$ cat config.mk
export PLATFORM = sky130hd
export DESIGN_NAME = uart_tx
export DESIGN_NICKNAME = d
export VERILOG_FILES = /design/src/rtl/uart_pkg.sv /design/src/rtl/uart_bit_timer.sv /design/src/rtl/uart_tx.sv
export SDC_FILE = /design/constraint.sdc
export NUM_CORES = 1
export LEC_CHECK = 0
export ABC_AREA = 1
export CAP_MARGIN = 40
export CORE_MARGIN = 3
export CORE_UTILIZATION = 40
export DETAILED_ROUTE_END_ITERATION = 10
export GPL_ROUTABILITY_DRIVEN = 0
export PLACE_DENSITY = 0.59
export SYNTH_ARGS = -nofsm -noshare
export SYNTH_HDL_FRONTEND = slang
export SYNTH_SLANG_ARGS = --single-unit
$ cat constraint.sdc
create_clock -name clk -period 1.76 [get_ports clk]
set_clock_uncertainty 0.15 [all_clocks]
set_input_delay 0.176 -clock clk [delete_from_list [all_inputs] [get_ports clk]]
set_output_delay 0.176 -clock clk [all_outputs]
set_load 0.03 [all_outputs]
$ cat src/rtl/uart_pkg.sv
// Shared UART definitions: state encoding and default bit timing.
// Used by the transmitter and, later, by the receiver and its bit timer.
package uart_pkg;

    localparam int UART_BIT_CLK_DEFAULT = 87;
    localparam int UART_DATA_BITS       = 8;

    typedef enum logic [2:0] {
        IDLE   = 3'd0,
        START  = 3'd1,
        DATA   = 3'd2,
        STOP   = 3'd3,
        PARITY = 3'd4
    } uart_state_t;

endpackage

$ cat src/rtl/uart_bit_timer.sv
// Bit-period counter: counts 0..BIT_CLK-1 and wraps, flags the last cycle of a bit.
// Latency: bit_done is combinational from the count register; clear takes effect next cycle.
// Backpressure: none, free-running whenever clear is low.
module uart_bit_timer #(
    parameter int BIT_CLK = 87
) (
    input  logic clk,
    input  logic rst,
    input  logic clear,
    output logic bit_done
);

    localparam int CW = (BIT_CLK > 1) ? $clog2(BIT_CLK) : 1;
    localparam logic [CW-1:0] LAST = CW'(BIT_CLK - 1);

    logic [CW-1:0] count;

    always_ff @(posedge clk) begin
        if (rst || clear) begin
            count <= '0;
        end else if (count == LAST) begin
            count <= '0;
        end else begin
            count <= count + CW'(1);
        end
    end

    assign bit_done = (count == LAST);

endmodule

$ cat src/rtl/uart_tx.sv
// 8N1 UART transmitter (8E1 when UART_TX_PARITY_EN is defined), LSB first, BIT_CLK cycles per bit.
// Latency: txd drops for the start bit right after the handshake edge; frame is 10 (11) bit periods.
// Backpressure: tx_ready only in IDLE, so continuous tx_valid yields one idle cycle between frames.
module uart_tx
    import uart_pkg::*;
#(
    parameter int BIT_CLK = UART_BIT_CLK_DEFAULT
) (
    input  logic       clk,
    input  logic       rst,
    input  logic [7:0] txdata,
    input  logic       tx_valid,
    output logic       tx_ready,
    output logic       txd,
    output logic       busy
);

    localparam logic [2:0] LAST_INDEX = 3'(UART_DATA_BITS - 1);

    uart_state_t state;
    logic [7:0]  shreg;
    logic [2:0]  index;
    logic [2:0]  index_nxt;
    logic        bit_done;

    // Holding the timer cleared while idle makes every frame start at count 0.
    uart_bit_timer #(
        .BIT_CLK (BIT_CLK)
    ) u_bit_timer (
        .clk      (clk),
        .rst      (rst),
        .clear    (state == IDLE),
        .bit_done (bit_done)
    );

    assign index_nxt = index + 3'd1;
    assign tx_ready  = (state == IDLE) && !rst;
    assign busy      = (state != IDLE);

    // txd is loaded with the level of the state being entered, so it lines up with state.
    always_ff @(posedge clk) begin
        if (rst) begin
            state <= IDLE;
            txd   <= 1'b1;
            shreg <= '0;
            index <= '0;
        end else begin
            case (state)
                IDLE: begin
                    txd <= 1'b1;
                    if (tx_valid) begin
                        shreg <= txdata;
                        state <= START;
                        txd   <= 1'b0;
                    end
                end
                START: begin
                    if (bit_done) begin
                        index <= '0;
                        state <= DATA;
                        txd   <= shreg[0];
                    end
                end
                DATA: begin
                    if (bit_done) begin
                        if (index == LAST_INDEX) begin
`ifdef UART_TX_PARITY_EN
                            state <= PARITY;
                            txd   <= ^shreg;
`else
                            state <= STOP;
                            txd   <= 1'b1;
`endif
                        end else begin
                            index <= index_nxt;
                            txd   <= shreg[index_nxt];
                        end
                    end
                end
`ifdef UART_TX_PARITY_EN
                PARITY: begin
                    if (bit_done) begin
                        state <= STOP;
                        txd   <= 1'b1;
                    end
                end
`endif
                STOP: begin
                    txd <= 1'b1;
                    if (bit_done) begin
                        state <= IDLE;
                    end
                end
                default: begin
                    state <= IDLE;
                    txd   <= 1'b1;
                end
            endcase
        end
    end

endmodule

### Word level (Yosys, flattened, before mapping)

Cells that the tools add are included.

| word-level totals | value |
|---|---|
| register bits | 22 |

| operators by class | value |
|---|---|
| mux-type cells | 16 |
| reductions and logical operators | 11 |
| add/sub/neg operators | 2 |
| eq/ne operators | 11 |
| order comparisons | 1 |

Operators with widths:

| kind | number |
|---|---|
| $mux 3 | 7 |
| $ne 2x2->1 const B | 6 |
| $pmux 3 s4 | 1 |
| $add 7x1->7 const B | 1 |
| $eq 7x7->1 const B | 1 |
| $eq 3x2->1 const B | 2 |
| $pmux 3 s2 | 1 |
| $mux 1 | 5 |
| $reduce_and 5->1 | 1 |
| $lt 3x4->1 const B | 1 |
| $reduce_and 2->1 | 2 |
| $reduce_and 4->1 | 1 |
| $add 3x1->3 const B | 1 |
| $bmux 1 s3 | 1 |
| $eq 3x1->1 const B | 1 |
| $eq 3x3->1 const B | 1 |
| $logic_not 3->1 | 1 |
| $pmux 1 s3 | 1 |
| $reduce_bool 3->1 | 1 |
| $reduce_bool 2->1 | 1 |
| $reduce_or 2->1 | 1 |
| $logic_and 1x1->1 | 1 |
| $logic_not 1->1 | 1 |
| $logic_or 1x1->1 | 1 |

### Longest topological paths before layout

| depth | value |
|---|---|
| depth after elaboration | 6 |
| depth in mapped cells | 10 |

### Modules after synthesis

A second synthesis with hierarchy kept.

| unflattened totals | value |
|---|---|
| cell total of the unflattened synthesis | 148 |
| area, all modules | 1088.5 sq um |

By module, submodules not included:

| module | area each (sq um) | seq. area each (sq um) | times used | cells an instance |
|---|---|---|---|---|
| uart_tx | 752.0 | 280.3 | 1 | 102 |
| uart_bit_timer | 336.6 | 140.1 | 1 | 46 |

### Worst setup path after synthesis

Ideal clock, no wire load.

| path | value |
|---|---|
| path kind | reg2reg |
| from | register state[0] |
| to | register state[0] |
| path slack | 0.032 ns |
| cell stages (with the launch flop) | 10 |
| arrival | 1.461 ns |
| period minus slack after synthesis | 1.728 ns |
| cell sequence | dfxtp_1 > inv_1 > ha_1 > inv_1 > or2_1 > nand2_1 > a21oi_2 > nand2_2 > nor3_1 > nor2_1 |

| between the ends | value |
|---|---|
| word-level cells in the longest chain between the ends | 3 |
| elaborated cells on any way between the ends | 11 |

RTL lines:

| element | line | RTL |
|---|---|---|
| start: declaration | uart_tx.sv:20 | `uart_state_t state;` |
| start signal: assignment | uart_tx.sv:43 | `state <= IDLE;` |
| start signal: assignment | uart_tx.sv:53 | `state <= START;` |
| start signal: assignment | uart_tx.sv:60 | `state <= DATA;` |
| $eq 3x2->1, or another cell as far along | uart_tx.sv:48 | `case (state)` |
| $ne 2x2->1 (no source line) | - |  |
| $reduce_and 5->1 (no source line) | - |  |

Parallel ways exist; a longest one is shown, timed or not.
A chain may end at the register's enable or synchronous reset.

### Worst setup path in the final report

| path | value |
|---|---|
| from | register txd |
| to | output txd |

RTL lines:

| element | line | RTL |
|---|---|---|
| start: declaration | uart_tx.sv:14 | `output logic txd,` |
| start signal: assignment | uart_tx.sv:61 | `txd <= shreg[0];` |
| start signal: assignment | uart_tx.sv:76 | `txd <= shreg[index_nxt];` |

No word-level cell between the ends.

==> qor_table.md <==
| Item | Reported |
| --- | --- |
| Run status | finished, final reports clean |
| Detailed placement HPWL | 1710 um |
| Worst hold path startpoint | txdata[3] |
| Overall fraction of global-route tracks in use | 14.7% |
| Kind of launch point of the worst setup path | register |
| Vertical extent of the die | 57.4 um |
| Number of library cell types mapped by synthesis | 18 |
| Starting Density | 42.3% |
| Final routed DRC violation total | 0 |
| Pin count of the biggest net entering global routing | 12 |
| Async SR Flop Fraction | 0% |
| Cell leakage power | 0.562 nW |
| Destination of the worst hold path | shreg[3]$_SDFFE_PP0P_ |
| Number of enable flip-flop cells after synthesis | 0 |
| TNS Setup | 0 ps |
| Area fraction in and, or, nand and nor cells after synthesis | 29.1% |
| Synthesized area divided by synthesized cell count | 7.20 um^2 |
| Required time at the endpoint of the critical path | 1430 ps |
| Min-Delay Path Class | in2reg |
| Clock buffer count from CTS | 3 |
| Number of nets produced by synthesis | 167 |
| Slew @ Worst Pin | 312 ps |
| Hold Vio Cnt, Final | 0 |
| Share of the synthesized area in compound gates (AO/OA/AOI/OAI) | 11.8% |
| RSZ-0062 raised after global routing | false |
| Top Ports | 14 |
| Hold bufs inserted after CTS | 0 |
| DRC violation total after the first TritonRoute iteration | 34 |
| Number of H-tree levels | 1 |
| Maximum buffer depth of the clock tree | 2 |
| Die area | 0.00330 mm^2 |
| Type of the worst setup path | reg2out |
| Reg2Reg Depth | 9 |
| Area inside the core boundary | 0.00250 mm^2 |
| Per-cell via count in the routed design | 4.76 |
| Cells after DPL | 194 |
| Final instance count without filler cells | 198 |
| Total of buffers placed on input and output ports | 13 |
| Post-Syn Instances | 147 |
| Yosys top cell by area | dfxtp_1 |
| Reg2Reg Capture Point | state[0]$_SDFFE_PP0P_ |
| Worst setup slack before clock tree synthesis | 66.3 ps |
| Top flip-flop cell by instance count after synthesis | dfxtp_1 |
| Slack of the critical path | 112 ps |
| Main combinational cell family by area after synthesis | simple AND/OR/NAND/NOR gates |
| Register-to-Register Setup Slack | 140 ps |
| XOR/XNOR share of the synthesized area | 1.65% |
| Fraction of final layout cells sized beyond drive strength 1 | 11.3% |
| Fin crit share | 93.6% |
| Most numerous cell types in the synthesized netlist | nand2_1 (28), nor2_1 (27), dfxtp_1 (21) |
| Share of the synthesized area in the top cell type | 39.7% |
| Latest clock arrival within the worst-skew pair | 310 ps |
| Critical path buffers and inverters | 1 |
| Proportion of synthesized chip area in sequential cells | 39.7% |
| Critical path, cell by cell | clkdlybuf4s50_1 |
| Cell at the root of the clock tree | clkbuf_4 |
| Synth area leaders | dfxtp_1 (40%), ha_1 (11%), nand2_1 (9.9%) |
| Summed area of non-filler cells in the final layout | 0.00128 mm^2 |
| Clock tree from TritonCTS | yes |
| Number of nets with antenna violations after detailed routing | 0 |
| Highest fanout seen on the critical path | 2 |
| Post-detailed-placement cell area | 0.00125 mm^2 |
| Mapped Area | 0.00106 mm^2 |
| Kind of cell with the highest combined delay on the critical path | buffers and inverters |
| Min Hold Slack | 319 ps |
| Tot Pwr | 1.56 mW |
| Detailed Route WL | 2090 um |
| Setup violations, final | 0 |
| Type of destination of the critical path | primary output |
| Total vias in the final route | 942 |
| Avg WL per Cell | 10.5 um |
| Total congestion overflow | 0 |
| Count of synthesis-stage warnings from yosys | 0 |
| Syn-to-layout area delta | 21.3% |
| Chip width | 57.4 um |
| Most numerous cell in the Yosys netlist | nand2_1 |
| Initial antenna violation count | 0 |
| Number of clock sinks seen by CTS | 21 |
| Antenna cells | 0 |
| Count of maximum capacitance violations | 0 |
| Share of the core filled with cells in the final layout | 51.4% |
| Nets@finish | 189 |
| Worst Hold Path Cells | 3 |
| Reg2reg start | state[0]$_SDFFE_PP0P_ |
| Wire length of the first global-routing pass | 3810 um |
| Pre-antenna DRT Iters | 4 |
| Pwr Density | 1220 mW/mm^2 |
| Adder-cell share of the synthesized area | 10.6% |
| Peak clock frequency supported by timing | 0.607 GHz |
| Critical-path top delay cell | clkdlybuf4s50_1 |
| Clk pin slew, worst setup/hold paths | 120 ps |
| Number of global-route vias before repair | 909 |
| Data arrival time of the critical path | 1320 ps |
| Count of state elements after synthesis | 21 |
| Std-Cell Rows | 18 |
| Worst supply voltage drop on vdd | 932 uV |
| Delay of the slowest cell on the worst path | 670 ps |
| Multiplexer share of the synthesized area | 0% |
| Number of max-slew violations in the final report | 0 |
| Worst slew margin relative to its limit | 79.2% |
| Min Clock Period, post-route | 1650 ps |
[placed cells by master (no fill, tap or decap), drive strengths merged]
master and n:
nand2 30, nor2 28, dfxtp 21, inv 19, o21ai 15, clkdlybuf4s50 11, nand3 10, ha 9
buf 7, a21oi 5, nor3 4, clkbuf 4, xor2 2, or2 1, nor4 1, a31oi 1
[area by class of cell]
cell class | count | area [um^2]
clock buffer | 4 | 26.3
fill | 250 | 1220
sequential | 21 | 423
tap | 30 | 37.5
inverter | 19 | 71.3
timing repair buffer | 18 | 163
multi-input combinational | 106 | 563
[layer usage]
layer | part of all wire, % | vias to the layer above | track usage, %
met3 | 3.7 | 5 | 2.71
met1 | 44 | 417 | 17.7
li1 | - | 505 | -
met4 | 2.3 | 0 | 6.95
met5 | 0 | - | 0
met2 | 50 | 15 | 25.0
[logic make-up (layout without fill, tap and decap cells)]
group                      after synthesis  count (layout)
xor gates and xnor gates                 2               2
DFF                                     21              21
adders and majority gates                9               9
AOI/OAI and AO/OA                       21              21
and+or+nand+nor                         74              74
buffers and inverters                   20              41
[state kept, by name, summed over array words and instances, names as in the netlist]
name	cells
index	3
shreg	8
state	2
txd	1
u_bit_timer.count	7
[power by group]
group / switching (mW) / total (mW) / internal, mW
clock network: 0.146 / 0.235 / 0.0886
registers: 0.0684 / 0.643 / 0.574
logic: 0.411 / 0.684 / 0.272
total: 0.626 / 1.56 / 0.935
[worst reg2reg max path, stage by stage (launching register included)]
cell and delay [ps]:
dfxtp_2 380, inv_1 80, ha_1 240, inv_2 80
or2_1 110, nand2_1 60, a21oi_2 140, nand2_2 80
nor3_1 160, nor2_1 50
[worst max path at each step]
stage / start / to / slack (ps) / cells past startpoint
final: txd$_SDFFE_PP1P_ / txd / 110 / 1
after detailed placement: state[0]$_SDFFE_PP0P_ / state[0]$_SDFFE_PP0P_ / 70 / 9
after CTS: state[0]$_SDFFE_PP0P_ / state[0]$_SDFFE_PP0P_ / 50 / 9
after floorplan: state[0]$_SDFFE_PP0P_ / state[0]$_SDFFE_PP0P_ / 30 / 9
after global routing: state[0]$_SDFFE_PP0P_ / state[0]$_SDFFE_PP0P_ / 10 / 9
after global placement: state[0]$_SDFFE_PP0P_ / state[0]$_SDFFE_PP0P_ / 150 / 9
[timing repair]
item,CTS,global route
setup buffers,0,0
resized for setup,0,3
endpoints found under the setup margin,0,6
endpoints found under the hold margin,0,0
No activity file was read; power rests on OpenSTA's default activity.
